`config.mk`:
```
export PLATFORM = sky130hd
export DESIGN_NAME = bg_rom_arbiter
export DESIGN_NICKNAME = d
export VERILOG_FILES = /design/src/rtl/bg_arb_pkg.sv /design/src/rtl/bg_rom_lat_pipe.sv /design/src/rtl/bg_rom_arbiter.sv
export SDC_FILE = /design/constraint.sdc
export NUM_CORES = 1
export LEC_CHECK = 0
export ABC_AREA = 1
export BUFFER_PORTS_ARGS = -buffer_cell sky130_fd_sc_hd__buf_2
export CAP_MARGIN = 20
export CORE_ASPECT_RATIO = 0.6
export CORE_MARGIN = 4
export CORE_UTILIZATION = 44
export CTS_CLUSTER_SIZE = 30
export DETAILED_ROUTE_END_ITERATION = 8
export GPL_ROUTABILITY_DRIVEN = 0
export PLACE_DENSITY = 0.79
export SLEW_MARGIN = 10
export SYNTH_ARGS = -nofsm -noshare
export SYNTH_HDL_FRONTEND = slang
export SYNTH_SLANG_ARGS = --single-unit
```
`constraint.sdc`:
```
create_clock -name vga_clk -period 1.35 [get_ports vga_clk]
set_clock_uncertainty 0.05 [all_clocks]
set_input_delay 0.0675 -clock vga_clk [delete_from_list [all_inputs] [get_ports vga_clk]]
set_output_delay 0.0675 -clock vga_clk [all_outputs]
set_load 0.005 [all_outputs]
```
`src/rtl/bg_arb_pkg.sv`:
```
// Shared definitions for the background ROM arbiter.
//   - bg_arb_state_e : query-port FSM states (IDLE, PEND, INFLIGHT)
//   - DEF_ADDR_W / DEF_DATA_W : default ROM address / word widths
//   - SCREEN_H / SCREEN_V : full-screen background dimensions
//   - cnt_width() : bits needed to hold a counter saturating at max_val
package bg_arb_pkg;

  localparam int unsigned SCREEN_H   = 640;
  localparam int unsigned SCREEN_V   = 480;
  localparam int unsigned ROM_WORDS  = SCREEN_H * SCREEN_V;
  localparam int unsigned DEF_ADDR_W = $clog2(ROM_WORDS);
  localparam int unsigned DEF_DATA_W = 2;

  typedef enum logic [1:0] {
    IDLE     = 2'd0,
    PEND     = 2'd1,
    INFLIGHT = 2'd2
  } bg_arb_state_e;

  function automatic int unsigned cnt_width(input int unsigned max_val);
    return (max_val < 2) ? 1 : $clog2(max_val + 1);
  endfunction

endpackage

```
`src/rtl/bg_rom_lat_pipe.sv`:
```
// Owner-tag pipeline matching the ROM read latency.
// Each cycle the owner of the address on the ROM (query = 1, pixel = 0) enters the
// pipe; the tag leaves at the clock edge where that address's data is usable.
// Ports:
//   vga_clk, reset_n : pixel clock, async active-low reset (clears the pipe)
//   q_issue          : this cycle's ROM address belongs to the query port
//   pix_cap          : capture rom_q into pix_data at the coming edge
//   q_cap            : capture rom_q into q_data at the coming edge
//   q_valid          : registered one-cycle pulse following a query capture
module bg_rom_lat_pipe #(
  parameter int unsigned ROM_LAT = 1
) (
  input  logic vga_clk,
  input  logic reset_n,
  input  logic q_issue,
  output logic pix_cap,
  output logic q_cap,
  output logic q_valid
);

  logic q_land;
  logic q_valid_q;

  // Data for an address issued in cycle n is usable at the edge closing cycle
  // n+ROM_LAT-1, so the tag needs ROM_LAT-1 delay stages before that edge.
  if (ROM_LAT > 1) begin : g_delay
    logic [ROM_LAT-2:0] tag_q;
    always_ff @(posedge vga_clk or negedge reset_n) begin
      if (!reset_n) begin
        tag_q <= '0;
      end else begin
        tag_q[0] <= q_issue;
        for (int i = 1; i < int'(ROM_LAT) - 1; i++) begin
          tag_q[i] <= tag_q[i-1];
        end
      end
    end
    assign q_land = tag_q[ROM_LAT-2];
  end else begin : g_direct
    assign q_land = q_issue;
  end

  always_ff @(posedge vga_clk or negedge reset_n) begin
    if (!reset_n) begin
      q_valid_q <= 1'b0;
    end else begin
      q_valid_q <= q_land;
    end
  end

  assign pix_cap = ~q_land;
  assign q_cap   = q_land;
  assign q_valid = q_valid_q;

endmodule

```
`src/rtl/bg_rom_arbiter.sv`:
```
// Arbiter for the single read port of the full-screen background ROM.
// The VGA pixel fetch path owns the ROM whenever pix_active is high and in every
// cycle not granted to the game-logic query port. Queries use req/ack/valid.
// Ports:
//   vga_clk, reset_n      : pixel clock, async active-low reset
//   pix_active, pix_addr  : display enable and pixel fetch address
//   pix_data              : registered ROM word for the pixel path
//   q_req, q_addr         : query request (level) and address
//   q_ack                 : query address is on the ROM this cycle
//   q_valid, q_data       : query result pulse and held result
//   q_busy, q_starve      : query outstanding, query waited MAX_WAIT cycles
//   rom_addr, rom_q       : ROM read port
// Optional (macro BG_ARB_STATS_EN):
//   stat_clr              : synchronous clear of both statistics counters
//   stat_grants           : queries completed (saturating)
//   stat_stall            : cycles in PEND blocked by active video (saturating)
module bg_rom_arbiter
  import bg_arb_pkg::*;
#(
  parameter int unsigned ADDR_W   = DEF_ADDR_W,
  parameter int unsigned DATA_W   = DEF_DATA_W,
  parameter int unsigned ROM_LAT  = 1,
  parameter int unsigned MAX_WAIT = 1023
) (
  input  logic              vga_clk,
  input  logic              reset_n,
  input  logic              pix_active,
  input  logic [ADDR_W-1:0] pix_addr,
  output logic [DATA_W-1:0] pix_data,
  input  logic              q_req,
  input  logic [ADDR_W-1:0] q_addr,
  output logic              q_ack,
  output logic              q_valid,
  output logic [DATA_W-1:0] q_data,
  output logic              q_busy,
  output logic              q_starve,
  output logic [ADDR_W-1:0] rom_addr,
  input  logic [DATA_W-1:0] rom_q
`ifdef BG_ARB_STATS_EN
  ,
  input  logic              stat_clr,
  output logic [15:0]       stat_grants,
  output logic [15:0]       stat_stall
`endif
);

  localparam int unsigned        WAIT_W    = cnt_width(MAX_WAIT);
  localparam logic [WAIT_W-1:0]  WAIT_MAX  = WAIT_W'(MAX_WAIT);
  localparam logic [WAIT_W-1:0]  WAIT_LAST = WAIT_W'(MAX_WAIT - 1);

  bg_arb_state_e     state_q;
  logic [ADDR_W-1:0] addr_q;
  logic [WAIT_W-1:0] wait_q;
  logic              starve_q;
  logic [DATA_W-1:0] pix_data_q;
  logic [DATA_W-1:0] q_data_q;
  logic              grant;
  logic              pix_cap;
  logic              q_cap;
  logic              pipe_q_valid;

  // The pixel path always wins when video is active, even if it rises on the
  // very cycle a pending query could have been served.
  assign grant = (state_q == PEND) && !pix_active;

  always_ff @(posedge vga_clk or negedge reset_n) begin
    if (!reset_n) begin
      state_q  <= IDLE;
      addr_q   <= '0;
      wait_q   <= '0;
      starve_q <= 1'b0;
    end else begin
      unique case (state_q)
        IDLE: begin
          if (q_req) begin
            state_q <= PEND;
            addr_q  <= q_addr;
            wait_q  <= '0;
          end
        end
        PEND: begin
          if (grant) begin
            state_q  <= INFLIGHT;
            starve_q <= 1'b0;
          end else begin
            if (wait_q != WAIT_MAX) begin
              wait_q <= wait_q + WAIT_W'(1);
            end
            // Set on the edge where the count lands on MAX_WAIT.
            if (wait_q >= WAIT_LAST) begin
              starve_q <= 1'b1;
            end
          end
        end
        INFLIGHT: begin
          // q_valid rises in the last latency cycle; q_req is ignored there.
          if (pipe_q_valid) begin
            state_q <= IDLE;
          end
        end
        default: state_q <= IDLE;
      endcase
    end
  end

  bg_rom_lat_pipe #(
    .ROM_LAT (ROM_LAT)
  ) u_lat_pipe (
    .vga_clk (vga_clk),
    .reset_n (reset_n),
    .q_issue (grant),
    .pix_cap (pix_cap),
    .q_cap   (q_cap),
    .q_valid (pipe_q_valid)
  );

  // Returns for query-owned addresses leave pix_data untouched.
  always_ff @(posedge vga_clk or negedge reset_n) begin
    if (!reset_n) begin
      pix_data_q <= '0;
      q_data_q   <= '0;
    end else begin
      if (pix_cap) begin
        pix_data_q <= rom_q;
      end
      if (q_cap) begin
        q_data_q <= rom_q;
      end
    end
  end

`ifdef BG_ARB_STATS_EN
  logic [15:0] grants_q;
  logic [15:0] stall_q;

  always_ff @(posedge vga_clk or negedge reset_n) begin
    if (!reset_n) begin
      grants_q <= '0;
      stall_q  <= '0;
    end else if (stat_clr) begin
      grants_q <= '0;
      stall_q  <= '0;
    end else begin
      if (pipe_q_valid && (grants_q != 16'hFFFF)) begin
        grants_q <= grants_q + 16'd1;
      end
      if ((state_q == PEND) && pix_active && (stall_q != 16'hFFFF)) begin
        stall_q <= stall_q + 16'd1;
      end
    end
  end

  assign stat_grants = grants_q;
  assign stat_stall  = stall_q;
`endif

  assign rom_addr = grant ? addr_q : pix_addr;
  assign q_ack    = grant;
  assign q_valid  = pipe_q_valid;
  assign q_data   = q_data_q;
  assign q_busy   = (state_q != IDLE);
  assign q_starve = starve_q;
  assign pix_data = pix_data_q;

endmodule

```
Word-level counts from Yosys, hierarchy flattened
Index checks and enable logic that the tools add are counted.

Flip-flop bits (word level): 37. Input port bits: 44. Output and inout bits: 27. Logic and storage cells: 38.

$add $sub $neg: 1. Order comparisons: 1. Equality and inequality tests: 8. Muxes and demuxes: 11. Reductions and logical operators: 10.

Operators by type and width (number): two-way mux 10 bit (3); one-hot mux 10 bit (2 select lines) (1); two-way mux 19 bit (1); adder 10 x 1 -> 10 bit (second input constant) (1); >= comparator 10 bit (second input constant) (1); != test 10 bit (second input constant) (1); two-way mux 2 bit (3); != test 2 bit (second input constant) (3); one-hot mux 2 bit (3 select lines) (1); nonzero test 2 bit (3); != test 2 x 1 -> 1 bit (second input constant) (2); AND reduction 2 bit (2); AND reduction 4 bit (1); AND reduction 3 bit (1); equality test 2 x 1 -> 1 bit (second input constant) (1); equality test 2 bit (second input constant) (1); logical NOT 2 bit (1); two-way mux 1 bit (2); logical AND 1 bit (1); logical NOT 1 bit (1).

Logic depth before layout (Yosys ltp)
Word-level depth: 4. Depth in mapped cells: 8. Gate-level depth less buffers: 8.

By module
Synthesis repeated with hierarchy kept, for this count alone.

Cells, all modules: 217. Area total of the unflattened synthesis: 1933.1 sq um.

Modules (own cells, without submodules): bg_rom_arbiter (times used 1, cells an instance 214, area each 1896.8 sq um, seq. area each 900.9 sq um); bg_rom_lat_pipe (times used 1, cells an instance 3, area each 36.3 sq um, seq. area each 25.0 sq um).

Worst setup path after synthesis
No wires, ideal clock.

Kind: register -> register. From: register wait_q[1]. To: register wait_q[3]. Library setup time: 79 ps. Arrival: 1210 ps. Data required time: 1221 ps. Path slack: 11 ps. Cell stages (with the launch flop): 9. Path buffers: 1. Period minus slack after synthesis: 1339 ps. Cell sequence: dfrtp_1 > ha_1 > inv_1 > nor2_4 > nand3_2 > nand2_2 > buf_6 > nand2_1 > o21ai_1.

Cells in the longest elaborated chain, start to end: 4. Elaborated cells between the ends (all ways): 7. Classes of those cells: 1 x add/sub; 2 x eq/ne; 3 x mux; 1 x reduce/logical.

RTL lines: start: declaration (line bg_rom_arbiter.sv:53) `logic [WAIT_W-1:0] wait_q;`; start signal: assignment (line bg_rom_arbiter.sv:87) `wait_q <= wait_q + WAIT_W'(1);`; adder 10 x 1 -> 10 bit (line bg_rom_arbiter.sv:87); two-way mux 10 bit (line bg_rom_arbiter.sv:86) `if (wait_q != WAIT_MAX) begin`; two-way mux 10 bit (line bg_rom_arbiter.sv:82) `if (grant) begin`; one-hot mux 10 bit (2 select lines) (line bg_rom_arbiter.sv:73) `unique case (state_q)`.

Several ways; a longest one is shown, not always the timed one. The select of a mux whose other input is x is not followed. A chain may end at the register's enable or synchronous reset.

Worst setup path after layout
From: register state_q[1]. To: output port rom_addr[1].

Cells in the longest elaborated chain, start to end: 3.

RTL lines: start: declaration (line bg_rom_arbiter.sv:51) `bg_arb_state_e state_q;`; start signal: assignment (line bg_rom_arbiter.sv:68) `state_q <= IDLE;`; start signal: assignment (line bg_rom_arbiter.sv:76) `state_q <= PEND;`; start signal: assignment (line bg_rom_arbiter.sv:83) `state_q <= INFLIGHT;`; equality test 2 x 1 -> 1 bit (line bg_rom_arbiter.sv:64) `assign grant = (state_q == PEND) && !pix_active;`; logical AND 1 bit (line bg_rom_arbiter.sv:64); two-way mux 19 bit (line bg_rom_arbiter.sv:157) `assign rom_addr = grant ? addr_q : pix_addr;`; end: declaration (line bg_rom_arbiter.sv:37) `output logic [ADDR_W-1:0] rom_addr,`.

No other way between the ends.

==> results.py <==
metrics = {
    "grt": {
        "grt_pass1_vias": 1899,
        "antenna_found_initial": 0,
        "grt_usage_pct": 21.61,
        "grt_max_degree": 21,
        "grt_pass1_wl_um": 9045,
        "overflow": 0,
    },
    "clocking": {
        "numCtsBuffers": 5,
        "cts_tree": "yes",
        "cts.sinks": 37,
        "cts_root_buf": "clkbuf_8",
        "cts-htree-levels": 2,
        "cts_buffer_depth": 2,
        "clk_pin_slew_worst_paths_ps": 70,
        "clk_latency_ps": 290,
    },
    "power_and_ir_drop": {
        "pwr_density_cell_nw_per_um2": 1608,
        "vdd_drop_max_mv": 0.8565,
        "finalPower_mw": 5.235,
        "leakage_nw": 1.664,
    },
    "setup_path": {
        "startpoint": "state_q[1]$_DFFE_PN0P_",
        "crit_path_max_incr_delay_ps": 430,
        "crit_chain": "nor2_4 > inv_4 > nor2_8 > inv_4 > buf_12 > nand2_2 > nand2_1 > buf_2",
        "cp_slowest_cell": "dfrtp_1",
        "path_max_fanout": 8,
        "crit_path_frequent_cell": "inv_4",
        "cp.buffers_inverters": 4,
        "worstSetupPathType": "reg -> out",
        "cp.arrival_ps": 1530,
        "critical_path_required_ps": 1230,
        "r2r_start": "state_q[1]$_DFFE_PN0P_",
        "cp_top_family": "flip-flops",
        "startpoint_type": "register",
        "cp-end-kind": "output pin",
    },
    "synth": {
        "ys_seq_area_share_pct": 46.98,
        "syn_area_um2": 1971,
        "synth.most_common_cell": "nand2_1",
        "synth_commonest_cells": "nand2_1, dfrtp_1, inv_1, mux2_4, nor2_1",
        "synth_warnings": 0,
        "synth_area_leaders": "dfrtp_1, nand2_1, mux2_4",
        "avgSynthCellArea_um2": 8.917,
        "syn_nets": 267,
        "synth_top_area_share_pct": 46.98,
        "synth_ff_type": "dfrtp_1",
        "synth_top_cell_by_area": "dfrtp_1",
        "synth_edf_count": 0,
        "ys_seq_elements": 37,
        "synthDistinctLibCells": 23,
        "async_flop_share_pct": 100.0,
        "netlist_instances": 221,
    },
    "timing": {
        "slew_violations": 0,
        "finalWorstSetupSlack_ps": -301.0,
        "worstMarginPinSlew_ps": 423.9,
        "slew_headroom_pct": 71.74,
        "hold_violations": 0,
        "rsz0062_at_grt": "true",
        "min_period_ps": 1651,
        "fmax_ghz": 0.6057,
        "setup-violations-final": 53,
        "post-route-period-util_pct": 122.3,
    },
    "placed_design": {
        "place_inst": 367,
        "port_buffers": 70,
        "hpwlAfterDp_um": 3630,
        "post-place-ws_ps": -111.5,
    },
    "finish": {
        "antennaDiodeCount": 0,
        "fin_util_pct": 77.30,
        "final_nets": 397,
        "seq_area_um2": 925.9,
        "fin_cells": 412,
        "area_growth_pct": 65.21,
        "drive_gt1_share_pct": 53.69,
        "multi_input_area_um2": 1134,
        "fillers": 264,
    },
    "detailed_routing": {
        "route.met2.wl_um": 2948,
        "drt_iter0_markers": 92,
        "antenna_left": 0,
        "drt-wirelength-per-cell_um": 14.48,
        "firstDrtPassIters": 4,
        "wl_met1_um": 2517,
        "num_vias": 1978,
        "wl_met3_um": 390,
        "drc_errors": 0,
        "drt_wl_total_um": 5965,
        "via_per_inst": 4.801,
        "top_layer_used": "met4",
    },
    "floorplanning": {
        "rows": 18,
        "die_y_um": 59.84,
        "die_x_um": 94.40,
        "die_area_um2": 5649,
        "ios": 71,
        "fp.coreArea_um2": 4212,
        "start_util_pct": 46.79,
    },
    "worst_hold_path": {
        "hold_class": "in -> async",
    },
    "status": {
        "violations": "setup timing",
        "status": "finished, violations left",
    },
    "run": {
        "maxCapViolCount": 0,
    },
}
cell usage in the layout, fill, tap and decap left out, drive strengths merged, types with 8 or more instances in the layout:
cell	count
buf	107
clkbuf	8
dfrtp	37
dlygate4sd3	22
inv	13
mux2	19
nand2	102
nand3	8
nor2	15
o21ai	13
repair_timing:
item,in CTS,in global routing
buffers inserted,11,3
setup endpoints to repair,46,55
cloned,2,0
gates resized for setup,36,46
pin swaps,6,11
hold endpoints to repair,59,0
hold buffers,22,0
stage by stage:
step                      hold WS [ps]  instance area (um^2)  setup TNS [ps]
after floorplan                 -278.1                  1971               0
after global placement          -28.64                  2522          -662.7
after detailed placement        -20.67                  2522           -1317
after CTS                        132.6                  3089           -6146
after global routing             217.1                  3256          -14970
final                            203.3                  3256          -12980
path summary, 6_finish.rpt:
| check | endpoint | cells after the start | slack (ps) |
|---|---|---|---|
| setup / recovery | rom_addr[1] | 8 | -300 |
| hold / removal | addr_q[1]$_DFFE_PN0P_ | 2 | 200 |
| setup reg to reg | wait_q[5]$_DFFE_PN0P_ | 10 | -290 |
| hold reg to reg | pix_data[0]$_DFFE_PN0P_ | 2 | 440 |
| max in group asynchronous | wait_q[0]$_DFFE_PN0P_ | 3 | 590 |
| min in group vga_clk | u_lat_pipe.q_valid$_DFF_PN0_ | 4 | 280 |
power breakdown:
| group | internal (mW) | total, mW | leakage, nW | switching (mW) |
|---|---|---|---|---|
| logic | 1.51 | 2.76 | 1.16 | 1.25 |
| registers | 1.51 | 1.74 | 0.463 | 0.236 |
| clock network | 0.366 | 0.730 | 0.0395 | 0.364 |
| total | 3.39 | 5.24 | 1.66 | 1.85 |
flip-flops by register name, summed over array words and instances, names as in the netlist:
register	flops
wait_q	10
q_starve	1
q_data	2
state_q	2
u_lat_pipe.q_valid	1
addr_q	19
pix_data	2
cell families (layout without fill, tap and decap cells):
logic type               after synthesis  count (layout)  synth area share (%)
flip-flops                            37              37                 46.98
adder cells (fa/ha/maj)                2               2                 1.270
AO/OA/AOI/OAI                         14              14                 3.555
XOR/XNOR                               3               3                 1.334
AND/OR/NAND/NOR                      126             127                 28.00
buffers and inverters                 20             150                 6.095
multiplexers                          19              19                 12.76
layer usage:
| layer | GRT usage, % | vias to the layer above |
|---|---|---|
| met4 | 8.025 | 0 |
| met3 | 5.283 | 11 |
| met5 | 0 | - |
| met2 | 36.90 | 67 |
| li1 | - | 959 |
| met1 | 26.96 | 941 |
area by class of cell:
| class | instances | share of cell area, % |
|---|---|---|
| Tap cell | 60 | 2.306 |
| Inverter | 13 | 1.653 |
| Sequential cell | 37 | 28.44 |
| Multi-Input combinational cell | 165 | 34.82 |
| Clock buffer | 8 | 2.460 |
| Timing Repair Buffer | 129 | 30.32 |
(Power assumes the default switching activity.)
